[src/rtl/prog_tick_divider.sv]
// Runtime-programmable tick divider: one-cycle tick strobe plus a pulse or square clk_out.
// Divisor updates are double-buffered and applied only at a period boundary or on restart.
module prog_tick_divider #(
   parameter int unsigned CNT_W       = 21,
   parameter int unsigned DEFAULT_DIV = 20000,
   parameter int unsigned TCNT_W      = 16
) (
   input  logic              clk_in,
   input  logic              rst,
   input  logic              en,
   input  logic              restart,
   input  logic              div_load,
   input  logic [CNT_W-1:0]  div_in,
   input  logic              mode_in,
   output logic              tick_out,
   output logic              clk_out,
   output logic              div_pending,
   output logic              div_err,
   output logic [TCNT_W-1:0] tick_cnt
);

   logic [CNT_W-1:0]  r_count;
   logic [CNT_W-1:0]  r_div_active;
   logic [CNT_W-1:0]  r_div_next;
   logic              r_div_pending;
   logic              r_mode_active;
   logic              r_tick;
   logic              r_clk;
   logic              r_div_err;
   logic [TCNT_W-1:0] r_tick_cnt;

   logic              w_div_ok;
   logic              w_term;

   assign w_div_ok = div_load && (div_in >= CNT_W'(2));
   assign w_term   = en && (r_count == (r_div_active - CNT_W'(1)));

   always_ff @(posedge clk_in) begin
      if (rst) begin
         r_count       <= '0;
         r_div_active  <= CNT_W'(DEFAULT_DIV);
         r_div_next    <= '0;
         r_div_pending <= 1'b0;
         r_mode_active <= 1'b0;
         r_tick        <= 1'b0;
         r_clk         <= 1'b0;
         r_div_err     <= 1'b0;
         r_tick_cnt    <= '0;
      end else begin
         r_div_err <= div_load && !w_div_ok;
         if (restart) begin
            r_count       <= '0;
            r_tick        <= 1'b0;
            r_clk         <= 1'b0;
            r_tick_cnt    <= '0;
            r_mode_active <= mode_in;
            // A valid load coinciding with restart bypasses the pending buffer.
            if (w_div_ok) begin
               r_div_active  <= div_in;
               r_div_pending <= 1'b0;
            end else if (r_div_pending) begin
               r_div_active  <= r_div_next;
               r_div_pending <= 1'b0;
            end
         end else begin
            if (w_term) begin
               r_count       <= '0;
               r_tick        <= 1'b1;
               r_tick_cnt    <= r_tick_cnt + TCNT_W'(1);
               r_mode_active <= mode_in;
               r_clk         <= mode_in ? ~r_clk : 1'b1;
               if (r_div_pending) begin
                  r_div_active  <= r_div_next;
                  r_div_pending <= 1'b0;
               end
            end else begin
               if (en) begin
                  r_count <= r_count + CNT_W'(1);
               end
               r_tick <= 1'b0;
               if (!r_mode_active) begin
                  r_clk <= 1'b0;
               end
            end
            // Placed after the boundary update so a load at terminal count stays pending.
            if (w_div_ok) begin
               r_div_next    <= div_in;
               r_div_pending <= 1'b1;
            end
         end
      end
   end

   assign tick_out    = r_tick;
   assign clk_out     = r_clk;
   assign div_pending = r_div_pending;
   assign div_err     = r_div_err;
   assign tick_cnt    = r_tick_cnt;

endmodule
[config.mk]
export PLATFORM = sky130hd
export DESIGN_NAME = prog_tick_divider
export DESIGN_NICKNAME = d
export VERILOG_FILES = /design/src/rtl/prog_tick_divider.sv
export SDC_FILE = /design/constraint.sdc
export NUM_CORES = 1
export LEC_CHECK = 0
export CELL_PAD_IN_SITES_DETAIL_PLACEMENT = 1
export CELL_PAD_IN_SITES_GLOBAL_PLACEMENT = 1
export CORE_ASPECT_RATIO = 0.75
export CORE_UTILIZATION = 39
export CTS_BUF_LIST = sky130_fd_sc_hd__clkbuf_16
export CTS_CLUSTER_DIAMETER = 120
export DETAILED_ROUTE_END_ITERATION = 8
export PLACE_DENSITY_LB_ADDON = 0.08
export SETUP_SLACK_MARGIN = 0.05
export SYNTH_ARGS = -nofsm -noshare
export SYNTH_HDL_FRONTEND = slang
export SYNTH_SLANG_ARGS = --single-unit
[constraint.sdc]
create_clock -name clk_in -period 3.3 [get_ports clk_in]
set_input_delay 0.66 -clock clk_in [delete_from_list [all_inputs] [get_ports clk_in]]
set_output_delay 0.66 -clock clk_in [all_outputs]
set_load 0.03 [all_outputs]
==> results of run 1 <==
==> power groups by stage <==
stage	clock, mW	sequential (mW)	combinational [mW]
final	1.05	1.07	0.434
after global routing	1.12	1.07	0.467
after CTS	1.07	1.07	0.408
after detailed placement	0	1.09	0.371
after global placement	0	1.09	0.365
after floorplan	0	1.09	0.198
==> worst min-delay path by stage <==
stage	start	end	cells past startpoint
4_1_cts	clk_out$_SDFFE_PP0P_	clk_out$_SDFFE_PP0P_	1
5_1_grt	clk_out$_SDFFE_PP0P_	clk_out$_SDFFE_PP0P_	1
3_5_place_dp	r_div_next[15]$_SDFFE_PP0P_	r_div_next[15]$_SDFFE_PP0P_	2
2_1_floorplan	r_div_next[0]$_SDFFE_PP0P_	r_div_next[0]$_SDFFE_PP0P_	2
6_report	clk_out$_SDFFE_PP0P_	clk_out$_SDFFE_PP0P_	1
3_3_place_gp	clk_out$_SDFFE_PP0P_	clk_out$_SDFFE_PP0P_	1
==> per-layer routing <==
| metal | up-vias | wire [um] | global-route usage, % |
|---|---|---|---|
| li1 | 2104 | - | - |
| met1 | 2150 | 7000 | 30.7 |
| met2 | 72 | 7230 | 43.3 |
| met3 | 9 | 528 | 4.21 |
| met4 | 0 | 114 | 5.42 |
| met5 | - | 0 | 0 |
==> sequential cells by signal (all words and copies together) (netlist names) <==
name           flops
r_mode_active      1
div_err            1
clk_out            1
r_div_next        21
r_count           21
div_pending        1
tick_cnt          16
r_div_active      21
tick_out           1
==> kinds of logic after synthesis <==
group | count (synthesis)
buf+inv | 62
mux | 25
fa+ha+maj | 3
xor+xnor | 44
compound gates | 101
simple gates | 215
flops | 84
==> final cells by class <==
cell class	count	area, um2	area share (%)
multi-input combinational	388	2900	46.9
inverter	23	86.3	1.40
clock buffer	9	225	3.65
tap	140	175	2.84
sequential	84	1680	27.3
clock inverter	5	71.3	1.16
timing repair buffer	105	1030	16.8
==> critical path, stage by stage, from the launching register on <==
cell and delay [ps]:
dfxtp_2 320, or4_4 590, or4_4 520, a21oi_4 180, o221ai_2 110, or4b_4 540, or3_4 400, clkbuf_16 180
o311ai_4 300, o41ai_2 120
==> stage by stage <==
step | TNS, ps | instance area (um2) | std cells | utilization, % | worst slack, ps
6_report | -1780 | 6170 | 754 | 55.6 | -110
5_1_grt | -5960 | 6170 | 754 | 55.6 | -192
4_1_cts | -1030 | 5900 | 748 | 53.1 | -84.2
3_5_place_dp | -1830 | 5430 | 733 | 48.9 | -164
3_3_place_gp | -762 | 5430 | 733 | 48.9 | -91.9
2_1_floorplan | -1420 | 4550 | 534 | - | -122
==> cells in the final DEF, fill, tap and decap left out, types with 20 or more instances in the layout <==
cell	netlist	layout
o21ai_0	28	28
xor2_1	20	20
inv_1	23	25
nor2_1	66	66
nand2_1	28	27
nand3b_1	23	23
clkdlybuf4s50_1	0	45
dfxtp_1	84	83
xnor2_1	24	24
mux2i_1	25	25
buf_4	0	46
==> repair_timing <==
action                     in CTS  in global routing
pin swaps                       2                  4
resized for setup              31                 28
buffers inserted                1                  1
setup endpoints to repair      49                 60
cloned                          0                  5
hold buffers                    0                  0
==> impl_metrics.json, run 1 <==
{
  "status": "finished with violations",
  "violations": "negative setup slack",
  "reg2reg_depth": 9,
  "die_h_um": 95.4,
  "required_ps": 3510,
  "crit_start": "r_div_active[3]$_SDFFE_PP0P_",
  "synthAdderAreaFrac_pct": 0.828,
  "gp_congestion": 0.875,
  "whs_ps": 483,
  "yosysUniqueCellTypes": 59,
  "diodes": 0,
  "power_frac_clock_pct": 41.0,
  "syn_area_um2": 4530,
  "powerDensity_nw_per_um2": 413,
  "ant_nets": 0,
  "grt_max_degree": 48,
  "synth-simple-area-share_pct": 25.5,
  "cts_buffers": 9,
  "seq_power_share_pct": 42.0,
  "antenna_found_initial": 0,
  "n_fill_cell": 1266,
  "finalCritPeriodShare_pct": 103,
  "avgRoutedWirePerCell_um": 19.7,
  "place_hpwl_mm": 10.2,
  "cp-end-kind": "flip-flop",
  "swShare_pct": 25.6,
  "ys.flop_type": "dfxtp_1",
  "p_int_mw": 1.90,
  "finClkSkew_ps": 4.25,
  "max_cap_violations": 0,
  "grt_pass1_wl_mm": 22.6,
  "crit_fanout": 6,
  "initial_core_util_pct": 40.8,
  "power.total_mw": 2.55,
  "via_count": 4335,
  "synth_most_common_cell": "dfxtp_1",
  "cts_tree": "built",
  "synth_compound_area_share_pct": 16.4,
  "dieArea_um2": 12100,
  "htree_levels": 3,
  "r2r_slack_ps": -110,
  "finalNetCount": 641,
  "critPathCapture": "tick_cnt[12]$_SDFFE_PP0P_",
  "place.port_buffers": 46,
  "syn-instance-count": 534,
  "synth_top_family_by_area": "simple AND/OR/NAND/NOR gates",
  "clock_latency_ps": 340,
  "final.min_clock_period_ps": 3410,
  "rr_startpoint": "r_div_active[3]$_SDFFE_PP0P_",
  "r2r-end": "tick_cnt[12]$_SDFFE_PP0P_",
  "yosys-top-cells-area": "dfxtp_1 37%, mux2i_1 5.5%, nor2_1 5.5%",
  "p_switching_mw": 0.652,
  "ir_worst_vdd_uv": 237,
  "ioPinCount": 47,
  "drt-total-wl_mm": 14.9,
  "synthXorXnorAreaFrac_pct": 8.50,
  "cp.arrival_ps": 3620,
  "yosysSeqAreaShare_pct": 37.1,
  "finalHoldViolCount": 0,
  "setup_violations": 46,
  "timing.fmax_mhz": 293,
  "cts_sinks": 84,
  "critPathKind": "flip-flop to flip-flop",
  "yosys_register_bits": 84,
  "drive_gt1_share_pct": 21.3,
  "drt_iter0_markers": 167,
  "rows": 33,
  "grt_use_total_pct": 24.2,
  "worstMarginPinSlew_ps": 1390,
  "muxShareOfSynthArea_pct": 5.52,
  "clockBufferDepth": 2,
  "die_w_um": 126,
  "yosysTopAreaCellShare_pct": 37.1,
  "syn_area_per_cell_um2": 8.49,
  "grt_pass1_vias": 4428,
  "finalWorstSetupSlack_ps": -110,
  "core_um2": 11100,
  "synth_commonest_cells": "84 x dfxtp_1, 66 x nor2_1, 28 x clkbuf_1, 28 x nand2_1, 28 x o21ai_0",
  "power_frac_comb_pct": 17.0,
  "final_max_slew_viol_count": 0,
  "overflow": 0,
  "rsz0062_at_grt": "true",
  "synth_enable_flop_cells": 0,
  "cp-start-kind": "flip-flop",
  "yosys.area.top_type": "dfxtp_1",
  "slew_headroom_pct": 6.78,
  "synthArstFlopShare_pct": 0,
  "clkTransAtPathRegs_ps": 60,
  "cts_root_buffer": "clkbuf_16",
  "syn_to_final_growth_pct": 36.2,
  "via_per_inst": 5.75,
  "p_leak_nw": 2.31,
  "yosys_warnings": 0,
  "hp-class": "flip-flop to flip-flop",
  "drc": 0,
  "first_pass_iters": 4,
  "syn_nets": 564
}
Note: power is estimated with default switching activity, not from simulation.
==> inputs of run 2 (changes only) <==
--- a/config.mk
+++ b/config.mk
@@ -8,7 +8,7 @@
 export CELL_PAD_IN_SITES_DETAIL_PLACEMENT = 1
 export CELL_PAD_IN_SITES_GLOBAL_PLACEMENT = 1
 export CORE_ASPECT_RATIO = 0.75
-export CORE_UTILIZATION = 39
+export CORE_UTILIZATION = 42
 export CTS_BUF_LIST = sky130_fd_sc_hd__clkbuf_16
 export CTS_CLUSTER_DIAMETER = 120
 export DETAILED_ROUTE_END_ITERATION = 8
==> constraint.sdc (replaced) <==
create_clock -name clk_in -period 3.4 [get_ports clk_in]
set_input_delay 0.68 -clock clk_in [delete_from_list [all_inputs] [get_ports clk_in]]
set_output_delay 0.68 -clock clk_in [all_outputs]
set_load 0.02 [all_outputs]
==> impl_metrics.json, run 2 (synthesized netlist as in run 1, its figures left out) <==
{
  "finalNonFillerCells": 744,
  "first_pass_iters": 4,
  "place.port_buffers": 46,
  "postPlaceCellArea_um2": 5280,
  "grt_use_total_pct": 26.5,
  "diodes": 0,
  "cts_buffers": 9,
  "multiInputGateArea_um2": 2980,
  "finalHoldViolCount": 0,
  "n_fill_cell": 1160,
  "drive_gt1_share_pct": 21.5,
  "p_leak_nw": 2.28,
  "hp-class": "flip-flop to flip-flop",
  "antenna_found_initial": 0,
  "setup_violations": 19,
  "ant_nets": 0,
  "clock_latency_ps": 340,
  "worstMarginPinSlew_ps": 1030,
  "cts_sinks": 84,
  "via_count": 4426,
  "crit_fanout": 21,
  "rsz0062_at_grt": "true",
  "gp_congestion": 0.924,
  "finClkSkew_ps": 5.27,
  "violations": "negative setup slack",
  "die_w_um": 122,
  "syn_to_final_growth_pct": 36.9,
  "clockBufferDepth": 2,
  "drt_iter0_markers": 247,
  "via_per_inst": 5.95,
  "whs_ps": 484,
  "finalNetCount": 634,
  "post-place-cells": 714,
  "grt_max_degree": 48,
  "final_max_slew_viol_count": 0,
  "place_hpwl_mm": 9.89,
  "regArea_um2": 1680,
  "critPathKind": "flip-flop to flip-flop",
  "slew_headroom_pct": 31.6,
  "ioPinCount": 47,
  "required_ps": 3640,
  "grt_pass1_wl_mm": 23.0,
  "cp-start-kind": "flip-flop",
  "final.min_clock_period_ps": 3480,
  "finalWorstSetupSlack_ps": -79.2,
  "drc": 0,
  "cts_root_buffer": "clkbuf_16",
  "grt_pass1_vias": 4484,
  "status": "finished with violations",
  "clkTransAtPathRegs_ps": 60,
  "overflow": 0,
  "drt-total-wl_mm": 15.6,
  "core_um2": 10400,
  "cts_tree": "built",
  "avgRoutedWirePerCell_um": 21.0,
  "powerDensity_nw_per_um2": 390,
  "top_regs": "r_count: 21 flops, r_div_active: 21 flops, r_div_next: 21 flops",
  "die_h_um": 92.0,
  "timing.fmax_mhz": 287,
  "htree_levels": 3,
  "rows": 32,
  "max_cap_violations": 0,
  "finalCritPeriodShare_pct": 102,
  "final_cell_mix": "83 x dfxtp_1, 65 x nor2_1, 45 x clkdlybuf4s50_1, 40 x buf_4, 27 x nand2_1",
  "ir_worst_vdd_uv": 338,
  "design_area_um2": 6200,
  "cp.arrival_ps": 3720,
  "cp-end-kind": "flip-flop",
  "dieArea_um2": 11200,
  "initial_core_util_pct": 43.7,
  "final_common_cell": "dfxtp_1"
}
-- run 2: changes by cell type in the layout (fill, tap and decap cells not counted), moves of 3 or more --
cell and change:
a32oi_2 -3, a221oi_2 -3, a32oi_1 +3, buf_4 -6
-- run 2: final timing paths --
path	startpoint	to	slack, ps	cells past startpoint
worst min-delay path	r_div_next[6]$_SDFFE_PP0P_	r_div_next[6]$_SDFFE_PP0P_	480	2
worst min register to register	r_div_next[6]$_SDFFE_PP0P_	r_div_next[6]$_SDFFE_PP0P_	480	2
worst max register to register	r_div_active[3]$_SDFFE_PP0P_	r_div_active[17]$_SDFFE_PP0P_	-80	10
worst max-delay path	r_div_active[3]$_SDFFE_PP0P_	r_div_active[17]$_SDFFE_PP0P_	-80	10
-- run 2: critical path, stage by stage (launching register included) --
cell	delay (ps)
dfxtp_2	320
or4_4	590
or4_4	580
a21oi_4	200
o221ai_2	110
or4b_4	520
buf_6	150
o31ai_4	250
o21ai_2	130
buf_12	190
a221oi_2	340
-- run 2: layer usage --
layer	routed length [um]	global-route usage (%)	part of all wire, %
met3	537	5.78	3.4
met5	0	0	0
met1	6850	32.4	44
met4	407	9.47	2.6
met2	7830	45.4	50
-- run 2: final cells by class --
type | count | area share [%]
timing repair buffer | 98 | 16.3
clock buffer | 9 | 3.63
sequential | 84 | 27.1
clock inverter | 6 | 0.787
multi-input combinational | 388 | 48.0
tap | 136 | 2.74
inverter | 23 | 1.39
-- run 2: through the flow --
stage / util, % / power, mW / setup TNS (ps) / setup WS, ps
finish: 59.8 / 2.42 / -594 / -79.2
global route: 59.8 / 2.49 / -2240 / -145
CTS: 56.4 / 2.36 / 0 / 7.57
detailed placement: 51.0 / 1.39 / -1610 / -180
global placement: 51.0 / 1.38 / -19.6 / -19.6
floorplan: - / 1.25 / -83.2 / -23.2
-- run 2: what timing repair did --
item,in CTS,in global routing
pin swaps,9,10
gates cloned,2,3
buffers inserted,4,7
setup endpoints to repair,49,61
resized for setup,36,41
hold buffers,0,0
endpoints found under the hold margin,0,0
-- run 2: power breakdown --
group	internal (mW)	switching (mW)
combinational	0.195	0.231
sequential	1.02	0.0245
clock	0.553	0.399
total	1.76	0.655
==> inputs of run 3 (changes only) <==
--- a/config.mk
+++ b/config.mk
@@ -8,7 +8,7 @@
 export CELL_PAD_IN_SITES_DETAIL_PLACEMENT = 1
 export CELL_PAD_IN_SITES_GLOBAL_PLACEMENT = 1
 export CORE_ASPECT_RATIO = 0.75
-export CORE_UTILIZATION = 42
+export CORE_UTILIZATION = 40
 export CTS_BUF_LIST = sky130_fd_sc_hd__clkbuf_16
 export CTS_CLUSTER_DIAMETER = 120
 export DETAILED_ROUTE_END_ITERATION = 8
==> impl_metrics.json, run 3 (synthesized netlist as in run 1, its figures left out) <==
{
  "die_w_um": 125,
  "final_cell_mix": "83 x dfxtp_1, 66 x nor2_1, 46 x buf_4, 45 x clkdlybuf4s50_1",
  "cts_tree": "built",
  "cp.arrival_ps": 3620,
  "status": "finished with violations",
  "r2r-end": "tick_cnt[7]$_SDFFE_PP0P_",
  "die_h_um": 94.2,
  "max_cap_violations": 0,
  "clockBufferDepth": 2,
  "setup_violations": 0,
  "cp-start-kind": "flip-flop",
  "crit_fanout": 6,
  "timing.fmax_mhz": 298,
  "gp_congestion": 0.826,
  "final.min_clock_period_ps": 3360,
  "n_fill_cell": 1260,
  "place.port_buffers": 46,
  "required_ps": 3660,
  "diodes": 0,
  "grt_pass1_wl_mm": 22.4,
  "finClkSkew_ps": 4.94,
  "cp-end-kind": "flip-flop",
  "final.setup.tns_ps": 0,
  "r2r_slack_ps": 40,
  "rr_startpoint": "r_div_active[7]$_SDFFE_PP0P_",
  "cp_slowest_stage_delay_ps": 580,
  "reg2reg_depth": 9,
  "cts_sinks": 84,
  "rsz0062_at_grt": "true",
  "rows": 33,
  "worstMarginPinSlew_ps": 1350,
  "drt_iter0_markers": 169,
  "overflow": 0,
  "drt-total-wl_mm": 13.9,
  "finalNetCount": 637,
  "drive_gt1_share_pct": 20.1,
  "slowest_stage": "or4_4",
  "hp-class": "flip-flop to flip-flop",
  "hold_depth": 1,
  "p_leak_nw": 2.29,
  "syn_to_final_growth_pct": 34.9,
  "powerDensity_nw_per_um2": 405,
  "postPlaceCellArea_um2": 5400,
  "core_um2": 11000,
  "design_area_um2": 6110,
  "ant_nets": 0,
  "cts_root_buffer": "clkbuf_16",
  "critPathKind": "flip-flop to flip-flop",
  "crit_chain": "or4_4, or4_4, o21bai_4, nand3_2, or4b_4, or3_4, buf_12, or3_4, a21oi_2",
  "place_hpwl_mm": 9.93,
  "finalCritPeriodShare_pct": 98.7,
  "min_to": "clk_out$_SDFFE_PP0P_",
  "antenna_found_initial": 0,
  "ioPinCount": 47,
  "avgRoutedWirePerCell_um": 18.5,
  "via_count": 4248,
  "grt_max_degree": 48,
  "via_per_inst": 5.65,
  "first_pass_iters": 6,
  "top_regs": "r_count: 21 flops, r_div_active: 21 flops, r_div_next: 21 flops",
  "min-delay-start": "clk_out$_SDFFE_PP0P_",
  "final_max_slew_viol_count": 0,
  "htree_levels": 3,
  "grt_pass1_vias": 4395,
  "initial_core_util_pct": 41.3,
  "dieArea_um2": 11800,
  "clock_latency_ps": 340,
  "finalHoldViolCount": 0,
  "slew_headroom_pct": 9.90,
  "ir_worst_vdd_uv": 265,
  "final_common_cell": "dfxtp_1",
  "drc": 4,
  "cts_buffers": 9,
  "grt_use_total_pct": 24.1,
  "violations": "design-rule violations",
  "clkTransAtPathRegs_ps": 60
}
## run 3: repair_timing
action	CTS	global route
gates resized for setup	13	42
setup buffers	2	1
hold buffers	0	0
gates cloned	0	2
endpoints found under the setup margin	52	61
pin swaps	2	16
## run 3: cell type report
class | count | area [um2] | area share [%]
flip-flops and latches | 84 | 1680 | 27.5
clock buffers | 9 | 225 | 3.68
multi-input cells | 388 | 2890 | 47.2
clock inverters | 7 | 83.8 | 1.37
well taps | 140 | 175 | 2.86
inverters | 23 | 86.3 | 1.41
repair buffers | 101 | 973 | 15.9
## run 3: worst max-delay path: cells and delay by family, from the launching register on
kind            cells  cell delay [ps]
flops               1              320
simple gates        6             2520
buf+inv             1              160
compound gates      2              260
## run 3: how the worst max path moves through the flow
| stage | startpoint | to | slack (ps) | cells after the start |
|---|---|---|---|---|
| finish | r_div_active[7]$_SDFFE_PP0P_ | tick_cnt[7]$_SDFFE_PP0P_ | 40 | 9 |
| global placement | r_div_active[4]$_SDFFE_PP0P_ | tick_cnt[6]$_SDFFE_PP0P_ | -50 | 10 |
| detailed placement | r_div_active[0]$_SDFFE_PP0P_ | tick_cnt[12]$_SDFFE_PP0P_ | -110 | 11 |
| floorplan | r_div_active[2]$_SDFFE_PP0P_ | tick_cnt[5]$_SDFFE_PP0P_ | -20 | 12 |
| CTS | r_div_active[3]$_SDFFE_PP0P_ | tick_cnt[12]$_SDFFE_PP0P_ | 20 | 9 |
| global route | r_div_active[7]$_SDFFE_PP0P_ | tick_cnt[12]$_SDFFE_PP0P_ | -9 | 9 |
## run 3: through the flow
stage	setup WS (ps)	hold slack [ps]	util, %	cells	total power [mW]
5_1_grt	-9.04	507	55.7	752	2.57
6_report	44.5	489	55.7	752	2.48
2_1_floorplan	-23.2	454	-	534	1.25
3_3_place_gp	-48.3	464	49.2	731	1.40
4_1_cts	21.7	490	52.7	749	2.47
3_5_place_dp	-110	481	49.2	731	1.41
## run 3: report_power, final
group	total (mW)	internal, mW	switching, mW	leakage (nW)
logic	0.392	0.186	0.206	1.45
registers	1.04	1.02	0.0232	0.683
clock network	1.05	0.635	0.411	0.155
## run 3: routing by layer
layer / routed length [um] / GRT usage (%) / vias up / part of all wire (%)
met3: 370 / 4.67 / 12 / 2.7
li1: - / - / 2081 / -
met4: 139 / 5.49 / 0 / 1.0
met1: 6670 / 30.4 / 2105 / 48
met2: 6770 / 42.6 / 50 / 49
met5: 0 / 0 / - / 0
